File: config.mk
export PLATFORM = sky130hd
export DESIGN_NAME = aes128_round_ctrl_flat
export DESIGN_NICKNAME = d
export VERILOG_FILES = /design/src/rtl/aes_ctrl_pkg.sv /design/src/rtl/aes128_round_ctrl_if.sv /design/src/rtl/aes_ctrl_wait_cnt.sv /design/src/rtl/aes128_round_ctrl.sv /design/src/flat_wrapper.sv
export SDC_FILE = /design/constraint.sdc
export NUM_CORES = 1
export LEC_CHECK = 0
export CAP_MARGIN = 20
export CORE_AREA = 2 2 39 41
export DETAILED_ROUTE_END_ITERATION = 8
export DIE_AREA = 0 0 41 43
export DONT_BUFFER_PORTS = 1
export SLEW_MARGIN = 20
export SYNTH_ARGS = -nofsm -noshare
export SYNTH_HDL_FRONTEND = slang
export SYNTH_HIERARCHICAL = 1
export SYNTH_SLANG_ARGS = --single-unit
File: constraint.sdc
create_clock -name clk -period 2.7 [get_ports clk]
set_input_delay 0.54 -clock clk [delete_from_list [all_inputs] [get_ports clk]]
set_output_delay 0.54 -clock clk [all_outputs]
set_load 0.005 [all_outputs]
File: src/rtl/aes_ctrl_pkg.sv
// Shared types and constants for the AES-128 round controller.
// Optional decrypt key ordering is enabled by defining AES_CTRL_DECRYPT_EN.
package aes_ctrl_pkg;
  localparam int AES128_NR = 10;
  localparam int RND_W_DEF = 4;
  localparam int WCNT_W    = 4;

  typedef enum logic [2:0] {
    S_IDLE  = 3'd0,
    S_INIT  = 3'd1,
    S_ROUND = 3'd2,
    S_WAIT  = 3'd3,
    S_DONE  = 3'd4
  } state_e;
endpackage

File: src/rtl/aes128_round_ctrl_if.sv
// Block-side handshakes, datapath strobes and debug state of the AES-128 round controller.
interface aes128_round_ctrl_if
  import aes_ctrl_pkg::*;
#(
  parameter int RND_W = RND_W_DEF
);
  // Both handshakes transfer on a cycle where valid && ready; valid, once raised,
  // holds its payload stable until that transfer, and ready may depend on state only.
  logic             in_valid;
  logic             in_ready;
  logic             in_dec;
  logic             dp_load;
  logic             dp_init_ark;
  logic             dp_round_en;
  logic             dp_last;
  logic [RND_W-1:0] dp_rnd_idx;
  logic             out_valid;
  logic             out_ready;
  logic             busy;
  logic [2:0]       dbg_state;

  modport slave (
    input  in_valid, in_dec, out_ready,
    output in_ready, dp_load, dp_init_ark, dp_round_en, dp_last, dp_rnd_idx,
           out_valid, busy, dbg_state
  );

  modport master (
    output in_valid, in_dec, out_ready,
    input  in_ready, dp_load, dp_init_ark, dp_round_en, dp_last, dp_rnd_idx,
           out_valid, busy, dbg_state
  );
endinterface

File: src/rtl/aes_ctrl_wait_cnt.sv
// Loadable down-counter that flags the last cycle of a multi-cycle round wait.
module aes_ctrl_wait_cnt
  import aes_ctrl_pkg::*;
#(
  parameter int W = WCNT_W
) (
  input  logic         clk,
  input  logic         rst,
  input  logic         load,
  input  logic         en,
  input  logic [W-1:0] load_val,
  output logic         term
);
  logic [W-1:0] cnt;

  always_ff @(posedge clk) begin
    if (rst) begin
      cnt <= '0;
    end else if (load) begin
      cnt <= load_val;
    end else if (en && (cnt != '0)) begin
      cnt <= cnt - 1'b1;
    end
  end

  assign term = (cnt == W'(1));
endmodule

File: src/rtl/aes128_round_ctrl.sv
// Iterative AES-128 round sequencer: accept, load, initial ARK, NR rounds, hold result.
// Define AES_CTRL_DECRYPT_EN to latch in_dec and issue key indices in inverse order.
module aes128_round_ctrl
  import aes_ctrl_pkg::*;
#(
  parameter int NR    = AES128_NR,
  parameter int RND_W = RND_W_DEF,
  parameter int LAT   = 1
) (
  input  logic                clk,
  input  logic                rst,
  aes128_round_ctrl_if.slave  bus
);
  generate
    if (LAT < 1 || LAT > 15) begin : g_bad_lat
      $error("aes128_round_ctrl: LAT must be in 1..15");
    end
    if ((2 ** RND_W) <= NR) begin : g_bad_rnd_w
      $error("aes128_round_ctrl: RND_W too narrow for NR");
    end
  endgenerate

  localparam logic [2:0] IDLE  = S_IDLE;
  localparam logic [2:0] INIT  = S_INIT;
  localparam logic [2:0] ROUND = S_ROUND;
  localparam logic [2:0] WAIT  = S_WAIT;
  localparam logic [2:0] DONE  = S_DONE;

  localparam logic [RND_W-1:0] NR_IDX  = RND_W'(NR);
  localparam logic [RND_W-1:0] ONE_IDX = RND_W'(1);

  logic [2:0]       state, state_nxt;
  logic [RND_W-1:0] rnd, rnd_nxt;
  logic             dec_q;
  logic             accept;
  logic             last_rnd;
  logic             wait_term;

  assign accept   = (state == IDLE) && bus.in_valid && !rst;
  assign last_rnd = (rnd == NR_IDX);

  always_comb begin
    state_nxt = state;
    rnd_nxt   = rnd;
    case (state)
      IDLE: begin
        if (accept) state_nxt = INIT;
      end
      INIT: begin
        rnd_nxt   = ONE_IDX;
        state_nxt = ROUND;
      end
      ROUND: begin
        if (LAT > 1) begin
          state_nxt = WAIT;
        end else if (last_rnd) begin
          state_nxt = DONE;
        end else begin
          rnd_nxt = rnd + ONE_IDX;
        end
      end
      WAIT: begin
        if (wait_term) begin
          if (last_rnd) begin
            state_nxt = DONE;
          end else begin
            rnd_nxt   = rnd + ONE_IDX;
            state_nxt = ROUND;
          end
        end
      end
      DONE: begin
        if (bus.out_ready) state_nxt = IDLE;
      end
      default: state_nxt = IDLE;
    endcase
  end

  always_ff @(posedge clk) begin
    if (rst) begin
      state <= IDLE;
      rnd   <= '0;
    end else begin
      state <= state_nxt;
      rnd   <= rnd_nxt;
    end
  end

`ifdef AES_CTRL_DECRYPT_EN
  always_ff @(posedge clk) begin
    if (rst) begin
      dec_q <= 1'b0;
    end else if (accept) begin
      dec_q <= bus.in_dec;
    end
  end
`else
  logic unused_in_dec;
  assign unused_in_dec = bus.in_dec;
  assign dec_q         = 1'b0;
`endif

  // Strobes are pure state decodes; only dp_load looks at in_valid so the
  // datapath captures the block on the accept edge itself.
  always_comb begin
    bus.in_ready    = 1'b0;
    bus.dp_load     = 1'b0;
    bus.dp_init_ark = 1'b0;
    bus.dp_round_en = 1'b0;
    bus.dp_last     = 1'b0;
    bus.dp_rnd_idx  = '0;
    bus.out_valid   = 1'b0;
    case (state)
      IDLE: begin
        bus.in_ready = 1'b1;
        bus.dp_load  = bus.in_valid && !rst;
      end
      INIT: begin
        bus.dp_init_ark = 1'b1;
        bus.dp_rnd_idx  = dec_q ? NR_IDX : '0;
      end
      ROUND: begin
        bus.dp_round_en = 1'b1;
        bus.dp_last     = last_rnd;
        bus.dp_rnd_idx  = dec_q ? (NR_IDX - rnd) : rnd;
      end
      DONE: begin
        bus.out_valid = 1'b1;
      end
      default: ;
    endcase
  end

  assign bus.busy      = (state != IDLE);
  assign bus.dbg_state = state;

  generate
    if (LAT > 1) begin : g_wait
      logic wc_load, wc_en;
      assign wc_load = (state == ROUND);
      assign wc_en   = (state == WAIT);
      aes_ctrl_wait_cnt #(.W(WCNT_W)) u_wait_cnt (
        .clk      (clk),
        .rst      (rst),
        .load     (wc_load),
        .en       (wc_en),
        .load_val (WCNT_W'(LAT - 1)),
        .term     (wait_term)
      );
    end else begin : g_no_wait
      assign wait_term = 1'b0;
    end
  endgenerate
endmodule

File: src/flat_wrapper.sv
// flat-port wrapper written by rule: the top's interface ports become plain ports
module aes128_round_ctrl_flat import aes_ctrl_pkg::*;
#(
  parameter int NR    = AES128_NR,
  parameter int RND_W = RND_W_DEF,
  parameter int LAT   = 1
)
  (clk, rst, bus_in_valid, bus_in_dec, bus_out_ready, bus_in_ready, bus_dp_load, bus_dp_init_ark, bus_dp_round_en, bus_dp_last, bus_dp_rnd_idx, bus_out_valid, bus_busy, bus_dbg_state);
  aes128_round_ctrl_if #(.RND_W(RND_W)) bus_i ();
  input  logic clk;
  input  logic rst;
  input wire logic [$bits(bus_i.in_valid)-1:0] bus_in_valid;
  input wire logic [$bits(bus_i.in_dec)-1:0] bus_in_dec;
  input wire logic [$bits(bus_i.out_ready)-1:0] bus_out_ready;
  output wire logic [$bits(bus_i.in_ready)-1:0] bus_in_ready;
  output wire logic [$bits(bus_i.dp_load)-1:0] bus_dp_load;
  output wire logic [$bits(bus_i.dp_init_ark)-1:0] bus_dp_init_ark;
  output wire logic [$bits(bus_i.dp_round_en)-1:0] bus_dp_round_en;
  output wire logic [$bits(bus_i.dp_last)-1:0] bus_dp_last;
  output wire logic [$bits(bus_i.dp_rnd_idx)-1:0] bus_dp_rnd_idx;
  output wire logic [$bits(bus_i.out_valid)-1:0] bus_out_valid;
  output wire logic [$bits(bus_i.busy)-1:0] bus_busy;
  output wire logic [$bits(bus_i.dbg_state)-1:0] bus_dbg_state;
  assign bus_i.in_valid = bus_in_valid;
  assign bus_i.in_dec = bus_in_dec;
  assign bus_i.out_ready = bus_out_ready;
  assign bus_in_ready = bus_i.in_ready;
  assign bus_dp_load = bus_i.dp_load;
  assign bus_dp_init_ark = bus_i.dp_init_ark;
  assign bus_dp_round_en = bus_i.dp_round_en;
  assign bus_dp_last = bus_i.dp_last;
  assign bus_dp_rnd_idx = bus_i.dp_rnd_idx;
  assign bus_out_valid = bus_i.out_valid;
  assign bus_busy = bus_i.busy;
  assign bus_dbg_state = bus_i.dbg_state;
  aes128_round_ctrl #(.NR(NR), .RND_W(RND_W), .LAT(LAT)) u_core (.clk(clk), .rst(rst), .bus(bus_i));
endmodule
======== After elaboration in Yosys (flattened, before gate mapping) ========
Cells that the tools add are included.
storage, ports and cells
  word-level logic and storage cells ...... 35
  input port bits ......................... 5
  register bits after elaboration ......... 7
  output and inout bits ................... 14
operators by class
  $add $sub $neg .......................... 1
  muxes and demuxes ....................... 13
  equal/unequal tests ..................... 9
  reductions and logical operators ........ 9
  bitwise logic cells ..................... 1
operators by type and width
  kind                                                 count
  case mux 3 bit (5 select lines)                      1
  2-to-1 mux 3 bit                                     3
  2-to-1 mux 4 bit                                     2
  case mux 4 bit (2 select lines)                      1
  equality test 3 x 2 -> 1 bit, second input constant  2
  2-to-1 mux 1 bit                                     6
  adder 4 x 1 -> 4 bit, second input constant          1
  equality test 4 bit, second input constant           1
  != test 2 x 1 -> 1 bit, second input constant        2
  != test 2 bit, second input constant                 2
  AND reduction 4 bit                                  1
  equality test 3 x 1 -> 1 bit, second input constant  1
  equality test 3 bit, second input constant           1
  logical AND 1 bit                                    3
  logical NOT 3 bit                                    1
  nonzero test 3 bit                                   1
  AND reduction 2 bit                                  1
  nonzero test 2 bit                                   1
  logical NOT 1 bit                                    1
  inverter 1 bit                                       1

======== Logic depth before layout (Yosys ltp) ========
  depth in word-level cells ............... 5
  mapped depth ............................ 5
  depth with buffers taken out ............ 5

======== Least setup slack after synthesis ========
No wires, ideal clock.
  path kind ............................... register to output
  from .................................... register u_core.state[2] (netlist: u_core/bus.dbg_state[2])
  to ...................................... output port bus_dp_init_ark
  required time ........................... 2160 ps
  stages on the path, launching flop included .. 4
  path buffers ............................ 1
  setup slack ............................. 1097 ps
  data arrival time ....................... 1063 ps
  cells stage by stage .................... dfxtp_1 -> buf_2 -> or3b_2 -> inv_1
on the way
  cells in the longest elaborated chain, start to end .. 2
RTL lines
  what                          RTL line                  text
  from (decl)                   aes128_round_ctrl.sv:32   logic [2:0] state, state_nxt;
  from (signal assigned)        aes128_round_ctrl.sv:84   state <= state_nxt;
  equality test 3 x 1 -> 1 bit  aes128_round_ctrl.sv:113  case (state)
  2-to-1 mux 1 bit              aes128_round_ctrl.sv:113
  to (decl)                     flat_wrapper.sv:17        output wire logic [$bits(bus_i.dp_init_ark)-1:0] bus_dp_init_ark;
No other way between the ends.

======== Final worst setup path ========
  from .................................... register u_core.state[1] (netlist: u_core/bus.dbg_state[1])
  to ...................................... output port bus_dp_last
on the way
  cells in the longest elaborated chain, start to end .. 2
RTL lines
  what                          RTL line                  text
  equality test 3 x 2 -> 1 bit  aes128_round_ctrl.sv:113
  2-to-1 mux 1 bit              aes128_round_ctrl.sv:113
  to (decl)                     flat_wrapper.sv:19        output wire logic [$bits(bus_i.dp_last)-1:0] bus_dp_last;
No other way between the ends.

==> key figures <==
Outcome
  • Run status: finished, final reports clean

Clock tree
  • Max H-tree Level: 1
  • Clock Path Buffers: 2
  • Clock Tree Root: clkbuf_4
  • Postcts setup bufs: 0
  • Total CTS buffers: 3
  • CTS tree: built
  • Sink Count: 7
  • # resized after CTS: 0
  • Reg clk slew, reported paths: 0.06 ns
  • Post-CTS Hold Buffers: 0
  • Clk_lat worst skew: 0.26 ns

Final layout
  • Share of cells above drive strength 1: 0.1071
  • Nets@finish: 64
  • Area of the multi-input gates: 269.0 sq um
  • Core Util, Final: 0.3481
  • Number of fill cells: 144
  • Final std cells w/o fill: 72
  • Area Overhead vs Synth: 9.375%
  • Design area: 481.7 sq um
  • Antenna cells: 0
  • Register Area: 140.1 sq um

Drt
  • Detailed-route wire length: 950 um
  • Per-cell routed wire length: 13.19 um
  • Initial DRC count: 19
  • Vias: 388
  • DR vias/cell: 5.389
  • ANT nets after route: 0
  • DRC: 0
  • Pre-antenna DRT Iters: 4

Place
  • Post-place instance area: 455.4 sq um
  • Post-DP HPWL: 693.4 um
  • GPL Wtd Cong: 0.7313
  • Port buffer count: 0
  • Placed cells: 68

Power
  • Max VDD drop: 0.0001394 V
  • Pwr dens: 526.4 mW/mm^2
  • Static leakage: 0.1916 nW

Timing
  • Period utilisation layout: 0.7427
  • Fmax: 498.7 MHz
  • Slew HR: 0.7035
  • Final hold vios: 0
  • Final setup TNS: 0 ns
  • Final min period: 2.005 ns
  • Setup violators final: 0
  • Worst-Margin Slew: 0.4428 ns
  • RSZ-0062 raised after global routing: no
  • Clock Skew: 0.004424 ns
  • Max Slew Vio Count: 0
  • Min Hold Slack: 0.3425 ns

Worst setup path
  • Crit-path cells: nor3b_2 -> nand4_1 -> inv_1
  • WP data required: 2.16 ns
  • Cell family with most CP delay: simple AND/OR/NAND/NOR gates
  • Critical path type: flop to primary output
  • Crit path DAT: 1.47 ns
  • Worst setup SP type: flop
  • CP bufs+invs: 1
  • Crit-path slowest cell: dfxtp_1
  • CP endpoint kind: primary output
  • Max incr delay on CP: 0.45 ns
  • CP Max Fanout: 7

Logic synthesis
  • YS warnings: 6
  • Yosys top cell area share: 0.3182
  • Synth top area cells: dfxtp_1 32%, nand3b_1 6.8%, inv_1 6.0%, and2_1 5.7%, ha_1 5.7%
  • Seq cells post-synth: 7
  • Post-Synth XOR/XNOR Area: 0.01989
  • Post-Syn Instances: 53
  • Syn_nets: 60
  • Synthesized-area fraction occupied by ao, oa, aoi and oai cells: 0.09091
  • Mux cell area share after synthesis: 0.04545
  • Post-Synth Adder-Cell Area: 0.05682
  • Area of the mapped netlist: 440.4 sq um
  • Post-synthesis simple-gate area fraction: 0.3977
  • Largest family of logic cells by synthesized area: simple AND/OR/NAND/NOR gates
  • Sequential-to-total area share from yosys stat: 0.3182
  • Yosys top cell by area: dfxtp_1
  • Distinct cell type count after synthesis: 24
  • Mean Syn Cell Area: 8.310 sq um

Min path
  • HP Class: primary input to flop

Global route
  • Vias in the first global route: 355
  • Initial antenna violation count: 0
  • Grt ovf: 0
  • First-pass GRT wire length: 1545 um
  • Largest net degree at the start of global routing: 13
  • GR Util All Layers: 0.1288

Die
  • Die width: 41 um
  • Core ar.: 0.001384 sq mm
  • Die area: 0.001763 sq mm
  • Ports: 19
  • Height of the die: 43 um
  • Initial core utilization: 0.3183
  • Cell Rows: 14

Run
  • Max-cap viol count: 0
## power breakdown
| group | switching, mW | total (mW) | internal (mW) |
|---|---|---|---|
| Combinational | 0.0192 | 0.0327 | 0.0136 |
| Sequential | 0.00848 | 0.117 | 0.108 |
| Clock | 0.0470 | 0.104 | 0.0569 |
| Total | 0.0747 | 0.254 | 0.179 |
## kinds of logic (layout without fill, tap and decap cells)
| logic type | after synthesis | in the layout |
|---|---|---|
| AND/OR/NAND/NOR | 26 | 26 |
| flip-flops | 7 | 7 |
| adder cells (fa/ha/maj) | 2 | 2 |
| buffers and inverters | 8 | 11 |
| multiplexers | 2 | 2 |
| XOR/XNOR | 1 | 1 |
| AO/OA/AOI/OAI | 7 | 7 |
## cell usage in the layout, fill, tap and decap left out, drive strengths merged, types with 2 or more instances in the layout
cell,netlist,routed
nand3b,4,4
nand3,3,3
mux2i,2,2
dfxtp,7,7
o21ai,2,2
clkbuf,0,4
inv,7,7
a21oi,2,2
nor2,3,3
nor3,2,2
nor4,2,2
ha,2,2
a31oi,2,2
and2,4,4
## per-stage QoR
stage | power [mW] | setup slack [ns]
detailed placement | 0.1515 | 0.9502
global route | 0.2699 | 0.5281
finish | 0.2536 | 0.6947
CTS | 0.2569 | 0.6559
global placement | 0.1512 | 0.9465
floorplan | 0.1446 | 1.097
## registers in the layout, summed over array words and instances (netlist names)
register and flops:
u_core/bus.dbg_state 3, u_core/rnd 4
## worst paths after layout
| kind | from | to | slack, ns | cells after the start |
|---|---|---|---|---|
| max | u_core/bus.dbg_state[1] | bus_dp_last | 0.69 | 3 |
| min | rst | u_core/rnd[1] | 0.34 | 1 |
| max reg2reg | u_core/rnd[0] | u_core/rnd[2] | 1.17 | 5 |
| min reg2reg | u_core/rnd[2] | u_core/rnd[2] | 0.51 | 2 |
## final cells by class
cell class,count,area share
multi-input cells,38,0.5584
flip-flops and latches,7,0.2909
clock buffers,4,0.05455
inverters,7,0.05455
well taps,16,0.04156
## layer usage
layer | routed length (um) | GRT usage | part of all wire | up-vias
li1 | - | - | - | 195
met1 | 451 | 0.1618 | 0.47 | 182
met2 | 441 | 0.1813 | 0.46 | 9
met3 | 38 | 0.03665 | 0.040 | 2
met4 | 18 | 0.08667 | 0.019 | 0
met5 | 0 | 0 | 0 | -
## cell usage after synthesis
library cell	n
or3_1	1
xnor2_1	1
mux2i_1	2
and4bb_1	1
nand3_1	3
and3_1	1
o21a_1	1
and2_1	4
dfxtp_1	7
nand3b_1	4
or3b_2	1
ha_1	2
nand2_1	1
nor2_1	3
inv_1	7
a21oi_1	2
nor4b_2	1
o21ai_0	2
nor4_1	2
buf_2	1
a31oi_1	2
nor3b_2	1
nor3_1	2
nand4_1	1
No activity file was read; power rests on OpenSTA's default activity.
